--- src/rtl/quad_updown_driver.sv ---
// quad_updown_driver: quadrature front end that feeds the up/down command
// inputs of the T-flip-flop up/down counters.
// Path: synchronizer -> per-channel deglitch filter -> registered Gray-step decoder.
// Optional macro QUAD_X1_MODE_EN: x1 decoding (one up strobe on 10->00,
// one down strobe on 00->10); undefined gives x4 decoding (strobe per legal step).
//
// state  | meaning
// S_INIT | sync/filter pipelines settling, decoder idle, ready=0
// S_RUN  | filters and decoder active, ready=1; left only via reset
module quad_updown_driver #(
    parameter int SYNC_STAGES = 2,
    parameter int FILT_LEN    = 3
) (
    input  logic clk,
    input  logic rstn,
    input  logic enc_a,
    input  logic enc_b,
    input  logic clr_err,
    output logic up,
    output logic down,
    output logic dir,
    output logic err,
    output logic ready
);
    localparam int FCW = (FILT_LEN > 1) ? $clog2(FILT_LEN) : 1;
    localparam int ICW = $clog2(SYNC_STAGES + FILT_LEN + 1);
    localparam logic [FCW-1:0] FILT_TC = FCW'(FILT_LEN - 1);
    localparam logic [ICW-1:0] INIT_TC = ICW'(SYNC_STAGES + FILT_LEN);

    typedef enum logic {
        S_INIT = 1'b0,
        S_RUN  = 1'b1
    } state_t;

    state_t                 state;
    logic [SYNC_STAGES-1:0] sync_a;
    logic [SYNC_STAGES-1:0] sync_b;
    logic [1:0]             s_ab;
    logic [1:0]             filt;
    logic [1:0]             prev;
    logic [FCW-1:0]         fcnt [2];
    logic [ICW-1:0]         init_cnt;
    logic [1:0]             pos_cur;
    logic [1:0]             pos_prev;
    logic [1:0]             step;
    logic                   step_fwd;
    logic                   step_bwd;
    logic                   step_bad;
    logic                   fire_up;
    logic                   fire_down;

    // Bit 1 is channel A, bit 0 is channel B, matching the {a,b} phase order.
    assign s_ab = {sync_a[SYNC_STAGES-1], sync_b[SYNC_STAGES-1]};

    // Synchronizer chains; the newest sample enters bit 0.
    always_ff @(posedge clk) begin
        if (!rstn) begin
            sync_a <= '0;
            sync_b <= '0;
        end else begin
            sync_a <= {sync_a[SYNC_STAGES-2:0], enc_a};
            sync_b <= {sync_b[SYNC_STAGES-2:0], enc_b};
        end
    end

    // Map Gray phase onto its position in the 4-step cycle so that a step is
    // a modular difference: +1 forward, -1 backward, 2 means a skipped phase.
    always_comb begin
        pos_cur  = {filt[1], filt[1] ^ filt[0]};
        pos_prev = {prev[1], prev[1] ^ prev[0]};
        step     = pos_cur - pos_prev;
        step_fwd = (step == 2'd1);
        step_bwd = (step == 2'd3);
        step_bad = (step == 2'd2);
`ifdef QUAD_X1_MODE_EN
        fire_up   = step_fwd && (prev == 2'b10);
        fire_down = step_bwd && (prev == 2'b00);
`else
        fire_up   = step_fwd;
        fire_down = step_bwd;
`endif
    end

    // Sequencing FSM with the filters, decoder history and registered outputs.
    always_ff @(posedge clk) begin
        if (!rstn) begin
            state    <= S_INIT;
            init_cnt <= '0;
            filt     <= '0;
            prev     <= '0;
            fcnt[0]  <= '0;
            fcnt[1]  <= '0;
            up       <= 1'b0;
            down     <= 1'b0;
            dir      <= 1'b0;
            err      <= 1'b0;
            ready    <= 1'b0;
        end else begin
            case (state)
                S_INIT: begin
                    up   <= 1'b0;
                    down <= 1'b0;
                    if (clr_err) begin
                        err <= 1'b0;
                    end
                    // Load both filtered phase and history from the settled
                    // sync outputs so the first RUN cycle sees no step.
                    if (init_cnt == INIT_TC) begin
                        filt  <= s_ab;
                        prev  <= s_ab;
                        state <= S_RUN;
                        ready <= 1'b1;
                    end else begin
                        init_cnt <= init_cnt + ICW'(1);
                    end
                end
                S_RUN: begin
                    up   <= fire_up;
                    down <= fire_down;
                    if (step_fwd) begin
                        dir <= 1'b1;
                    end else if (step_bwd) begin
                        dir <= 1'b0;
                    end
                    // A detection on the same edge as clr_err keeps the flag.
                    if (step_bad) begin
                        err <= 1'b1;
                    end else if (clr_err) begin
                        err <= 1'b0;
                    end
                    prev <= filt;
                    for (int i = 0; i < 2; i++) begin
                        if (s_ab[i] == filt[i]) begin
                            fcnt[i] <= '0;
                        end else if (fcnt[i] == FILT_TC) begin
                            filt[i] <= s_ab[i];
                            fcnt[i] <= '0;
                        end else begin
                            fcnt[i] <= fcnt[i] + FCW'(1);
                        end
                    end
                end
                default: begin
                    state <= S_INIT;
                end
            endcase
        end
    end

endmodule

--- config.mk ---
export PLATFORM = sky130hd
export DESIGN_NAME = quad_updown_driver
export DESIGN_NICKNAME = d
export VERILOG_FILES = /design/src/rtl/quad_updown_driver.sv
export SDC_FILE = /design/constraint.sdc
export NUM_CORES = 1
export LEC_CHECK = 0
export ABC_CLOCK_PERIOD_IN_PS = 1200
export CORE_MARGIN = 10
export CORE_UTILIZATION = 51
export CTS_BUF_LIST = sky130_fd_sc_hd__clkbuf_2
export DETAILED_ROUTE_END_ITERATION = 16
export HOLD_SLACK_MARGIN = 0.08
export PLACE_DENSITY_LB_ADDON = 0.05
export SLEW_MARGIN = 20
export SYNTH_ARGS = -nofsm -noshare
export SYNTH_HDL_FRONTEND = slang
export SYNTH_SLANG_ARGS = --single-unit
export TNS_END_PERCENT = 10
--- constraint.sdc ---
create_clock -name clk -period 1.2 [get_ports clk]
set_input_delay 0.3 -clock clk [delete_from_list [all_inputs] [get_ports clk]]
set_output_delay 0.3 -clock clk [all_outputs]
set_load 0.005 [all_outputs]
### Word-level counts from Yosys, hierarchy flattened

Memory sizes are Yosys's and may differ from the RTL's.
Cells that the tools add are included.

* logic and storage cells: 97
* register bits after elaboration: 17
* memory bits (writable): 4
* memories: 1
* input port bits: 5
* ROM bits: 0
* latch bits: 0

* bitwise operators: 10
* multipliers: 0
* reductions and logical operators: 6
* eq/ne operators: 13
* $add $sub $neg: 4
* div/mod/pow operators: 0
* $lt $le $gt $ge: 0
* shift-type cells: 0
* muxes and demuxes: 51

Memory list
* fcnt: depth 2, bits a word 2, read ports 2, clocked after memory_dff 0, write ports 2, RTL line 41 `logic [FCW-1:0] fcnt [2];`

Operators with widths (number)
* $mux 1: 39
* $mux 2: 7
* $eq 2x2->1 const B: 4
* $pmux 2 s2: 2
* $ne 2x2->1 const B: 3
* $or 1x1->1: 6
* $pmux 1 s2: 3
* $reduce_and 2->1: 3
* $reduce_and 3->1: 2
* $add 2x1->2 const B: 2
* $ne 2x1->1 const B: 2
* $add 3x1->3 const B: 1
* $eq 3x3->1 const B: 1
* $eq 1x1->1: 2
* $eq 2x1->1 const B: 1
* $not 1->1: 2
* $reduce_bool 2->1: 1
* $sub 2x2->2: 1
* $xor 1x1->1: 2

### Longest topological paths before layout

* word-level depth: 8
* depth in mapped cells: 6

### Worst setup path before layout

Ideal clock, no wire load.

* path type: register -> register
* from: reg filt[1]
* to: reg err
* data required time: 1.085 ns
* buffers on the path: 1
* library setup time: 0.115 ns
* cell stages (with the launch flop): 7
* path slack: -0.109 ns
* data arrival time: 1.194 ns
* path through: dfxtp_1 -> buf_2 -> xnor2_1 -> ha_1 -> xnor3_1 -> o22ai_1 -> and2_1

* longest elaborated chain between the ends: 5

RTL lines
* start, declared: RTL line 39 `logic [1:0] filt;`
* start signal, assigned by index: RTL line 136 `filt[i] <= s_ab[i];`
* $xor 1x1->1: RTL line 69 `pos_cur = {filt[1], filt[1] ^ filt[0]};`
* $sub 2x2->2 (*): RTL line 71 `step = pos_cur - pos_prev;`
* $eq 2x2->1 (*): RTL line 74 `step_bad = (step == 2'd2);`
* $mux 1 (*): RTL line 126 `if (step_bad) begin`
* $pmux 1 s2 (*): RTL line 99 `case (state)`
* end signal, assigned: RTL line 104 `err <= 1'b0;`
* end signal, assigned: RTL line 127 `err <= 1'b1;`
* end signal, assigned: RTL line 129 `err <= 1'b0;`
* end, declared: RTL line 22 `output logic err,`

Mark *: on every way between the ends. The rest lies on a longest branch, timed or not.
A chain may end at the register's enable or synchronous reset.

### Final worst setup path

* from: reg prev[1]
* to: reg up

* longest elaborated chain between the ends: 4

RTL lines
* start, declared: RTL line 40 `logic [1:0] prev;`
* start signal, assigned: RTL line 131 `prev <= filt;`
* $xor 1x1->1: RTL line 70 `pos_prev = {prev[1], prev[1] ^ prev[0]};`
* $sub 2x2->2 (*): RTL line 71
* $eq 2x1->1 (*): RTL line 72 `step_fwd = (step == 2'd1);`
* $pmux 1 s2 (*): RTL line 99
* end signal, assigned: RTL line 118 `up <= fire_up;`
* end, declared: RTL line 19 `output logic up,`

Marked as above.

==> impl_metrics.py <==
metrics = {
    "outcome": {
        "status": "complete, but fails checks",
        "violations": "negative setup slack",
    },
    "die": {
        "rows": 15,
        "dieWidth_um": 62.2,
        "coreArea_um2": 1710,
        "io_pins": 10,
        "die_h_um": 62.2,
        "dieArea_um2": 3870,
        "initial_utilization_pct": 53.3,
    },
    "setup_path": {
        "path_cells": "xor2_1, ha_2, xnor2_2, xnor2_1, buf_4, nor3_2",
        "cp_data_required_time_ns": 1.44,
        "setup.worst_path.end_class": "flip-flop",
        "critical_path_class": "reg -> reg",
        "crit_family": "XOR/XNOR gates",
        "arrival_ns": 1.56,
        "worstSetupStartpointType": "flip-flop",
        "cp_slowest_cell": "dfxtp_2",
        "critPathBufInv": 1,
        "crit_fanout": 2,
        "max_stage_delay_ns": 0.37,
    },
    "cts": {
        "cts_tree": "yes",
        "insertion_delay_ns": 0.31,
        "cts.sinks": 21,
        "clk_path_buf_depth": 2,
        "numCtsBuffers": 3,
        "clk_pin_slew_worst_paths_ns": 0.18,
        "cts.htree.levels": 1,
        "cts_root_buf": "clkbuf_2",
    },
    "drt": {
        "drc": 0,
        "detail-route-antenna-nets": 0,
        "met1Wirelength_um": 797,
        "wirelength_mm": 1.79,
        "vias_per_cell": 4.89,
        "via_count": 670,
        "avgRoutedWirePerCell_um": 13.1,
        "dr.pass1.iters": 4,
        "wl_met2_um": 902,
        "wl_met3_um": 65,
        "top_layer_used": "met4",
        "drt_iter0_drc": 8,
    },
    "pwr": {
        "worst_ir_drop_vdd_v": 0.000764,
        "powerDensity_nw_per_um2": 1120,
        "p_leak_nw": 0.503,
        "total_power_mw": 1.33,
    },
    "yosys": {
        "synth_area_leaders": "dfxtp_1 37%, edfxtp_1 13%, ha_1 6.9%",
        "synthAdderAreaFrac_pct": 6.88,
        "ys_types": 25,
        "yosys_most_used_dff": "dfxtp_1",
        "netlist_instances": 88,
        "synth_area_um2": 910,
        "synth-seq-cells": 21,
        "synth_top_family_by_area": "simple AND/OR/NAND/NOR gates",
        "yosysTopAreaCell": "dfxtp_1",
        "syn_nets": 98,
        "yosys_warnings": 0,
        "synth-edff-count": 4,
        "muxShareOfSynthArea_pct": 2.20,
        "ys_top_cells_by_count": "17 x dfxtp_1, 9 x nand2_1, 6 x and2_1, 6 x inv_1",
        "synth_compound_area_share_pct": 11.8,
        "yosys.area_share.simple_pct": 14.9,
        "synth.most_common_cell": "dfxtp_1",
        "synthArstFlopShare_pct": 0,
        "synth-xor-area-share_pct": 9.22,
        "yosysSeqAreaShare_pct": 50.6,
        "syn_area_per_cell_um2": 10.3,
        "yosys.area.top_type_share_pct": 37.4,
    },
    "sta": {
        "finClkSkew_ns": 0.00152,
        "rsz0062_at_grt": "yes",
        "drv_slew": 0,
        "min_period_over_period_pct": 110,
        "hold_violations": 0,
        "whs_ns": 0.458,
        "fmax_mhz": 757,
        "slew-limit-headroom_pct": 82.2,
        "worst_pin_slew_ns": 0.265,
        "period_needed_ns": 1.32,
        "setup_slack_ns": -0.120,
        "setup_viol": 4,
    },
    "grt": {
        "antenna_found_initial": 0,
        "grt_pass1_vias": 649,
        "grt_max_degree": 15,
        "grt_pass1_wl_mm": 2.84,
        "grt_overflow": 0,
        "gr-usage-all-layers_pct": 9.10,
    },
    "cells_and_area": {
        "seqCellArea_um2": 473,
        "fin_nets": 123,
        "drive_gt1_share_pct": 38.4,
        "syn2layout_area_growth_pct": 30.7,
        "multi_input_area_um2": 460,
        "n_fill_cell": 140,
        "layoutNonFillerInstCount": 137,
        "diodes": 0,
    },
    "place": {
        "place_inst": 131,
        "place_congestion": 0.718,
        "dp_hpwl_mm": 1.26,
        "io_buffers": 9,
    },
    "flow_run": {
        "maxCapViolations": 0,
    },
    "min_path": {
        "hold_class": "reg -> reg",
    },
}
-- worst reg2reg max path, delay by kind of cell (launching register included) --
family,cells,cell delay (ns)
xor gates and xnor gates,3,0.47
adders and majority gates,1,0.23
buffers and inverters,1,0.15
DFF,1,0.37
and+or+nand+nor,1,0.03
-- cells in the final DEF (no fill, tap or decap), drive strengths merged, types with 2 or more instances in the layout --
cell type and instances:
clkdlybuf4s50 4, nor2b 4, and2 6, a21oi 5, mux2i 2, nand2 9, buf 17, o31ai 2
o21ai 3, o211ai 2, nor4 4, xnor2 5, clkbuf 7, nor3 2, inv 6, edfxtp 4
xor2 2, dfxtp 17, ha 5
-- final cells by class --
class	count	area share, %
Clock buffer	4	1.68
Inverter	6	1.89
Multi-Input combinational cell	57	38.7
Sequential cell	21	39.8
Tap cell	25	2.63
Timing Repair Buffer	24	15.3
-- state kept, by name (all words and copies together) (netlist names) --
name,cells
sync_a,2
err,1
sync_b,2
filt,2
down,1
prev,2
fcnt,4
init_cnt,3
ready,1
up,1
state,1
dir,1
-- per-stage QoR --
stage / worst slack, ns / cell area (um2) / utilization, % / setup TNS, ns
floorplan: -0.0292 / 933 / - / -0.0596
global placement: -0.137 / 1130 / 66.1 / -2.54
detailed placement: -0.173 / 1130 / 66.1 / -2.89
CTS: -0.0937 / 1160 / 68.1 / -0.252
global route: -0.168 / 1190 / 69.6 / -0.820
finish: -0.120 / 1190 / 69.6 / -0.361
-- kinds of logic (layout without fill, tap and decap cells) --
group	Yosys count	in the layout
buffers and inverters	10	34
xor gates and xnor gates	8	8
and+or+nand+nor	26	26
adders and majority gates	5	5
AOI/OAI and AO/OA	16	16
muxes	2	2
DFF	21	21
-- power by group --
part | switching (mW) | total (mW) | internal [mW]
combinational | 0.109 | 0.250 | 0.141
sequential | 0.0302 | 0.789 | 0.759
clock | 0.206 | 0.294 | 0.0883
total | 0.345 | 1.33 | 0.989
-- routing by layer --
metal  GRT usage [%]  vias up
met1            9.44      309
li1                -      348
met4            5.14        0
met5               0        -
met3            3.58        4
met2            15.3        9
-- path summary, 6_finish.rpt --
path / endpoint / slack, ns / depth (start not counted) / from
setup reg to reg: up / -0.12 / 6 / prev[1]
hold / removal: sync_b[1] / 0.46 / 1 / sync_b[0]
hold reg to reg: sync_b[1] / 0.46 / 1 / sync_b[0]
setup / recovery: up / -0.12 / 6 / prev[1]
-- what timing repair did --
item                       in CTS  in global routing
buffers inserted                1                  1
pin swaps                       5                  3
hold buffers                    0                  0
setup endpoints to repair      12                 12
gates resized for setup        25                 11
Note: power is estimated with default switching activity, not from simulation.
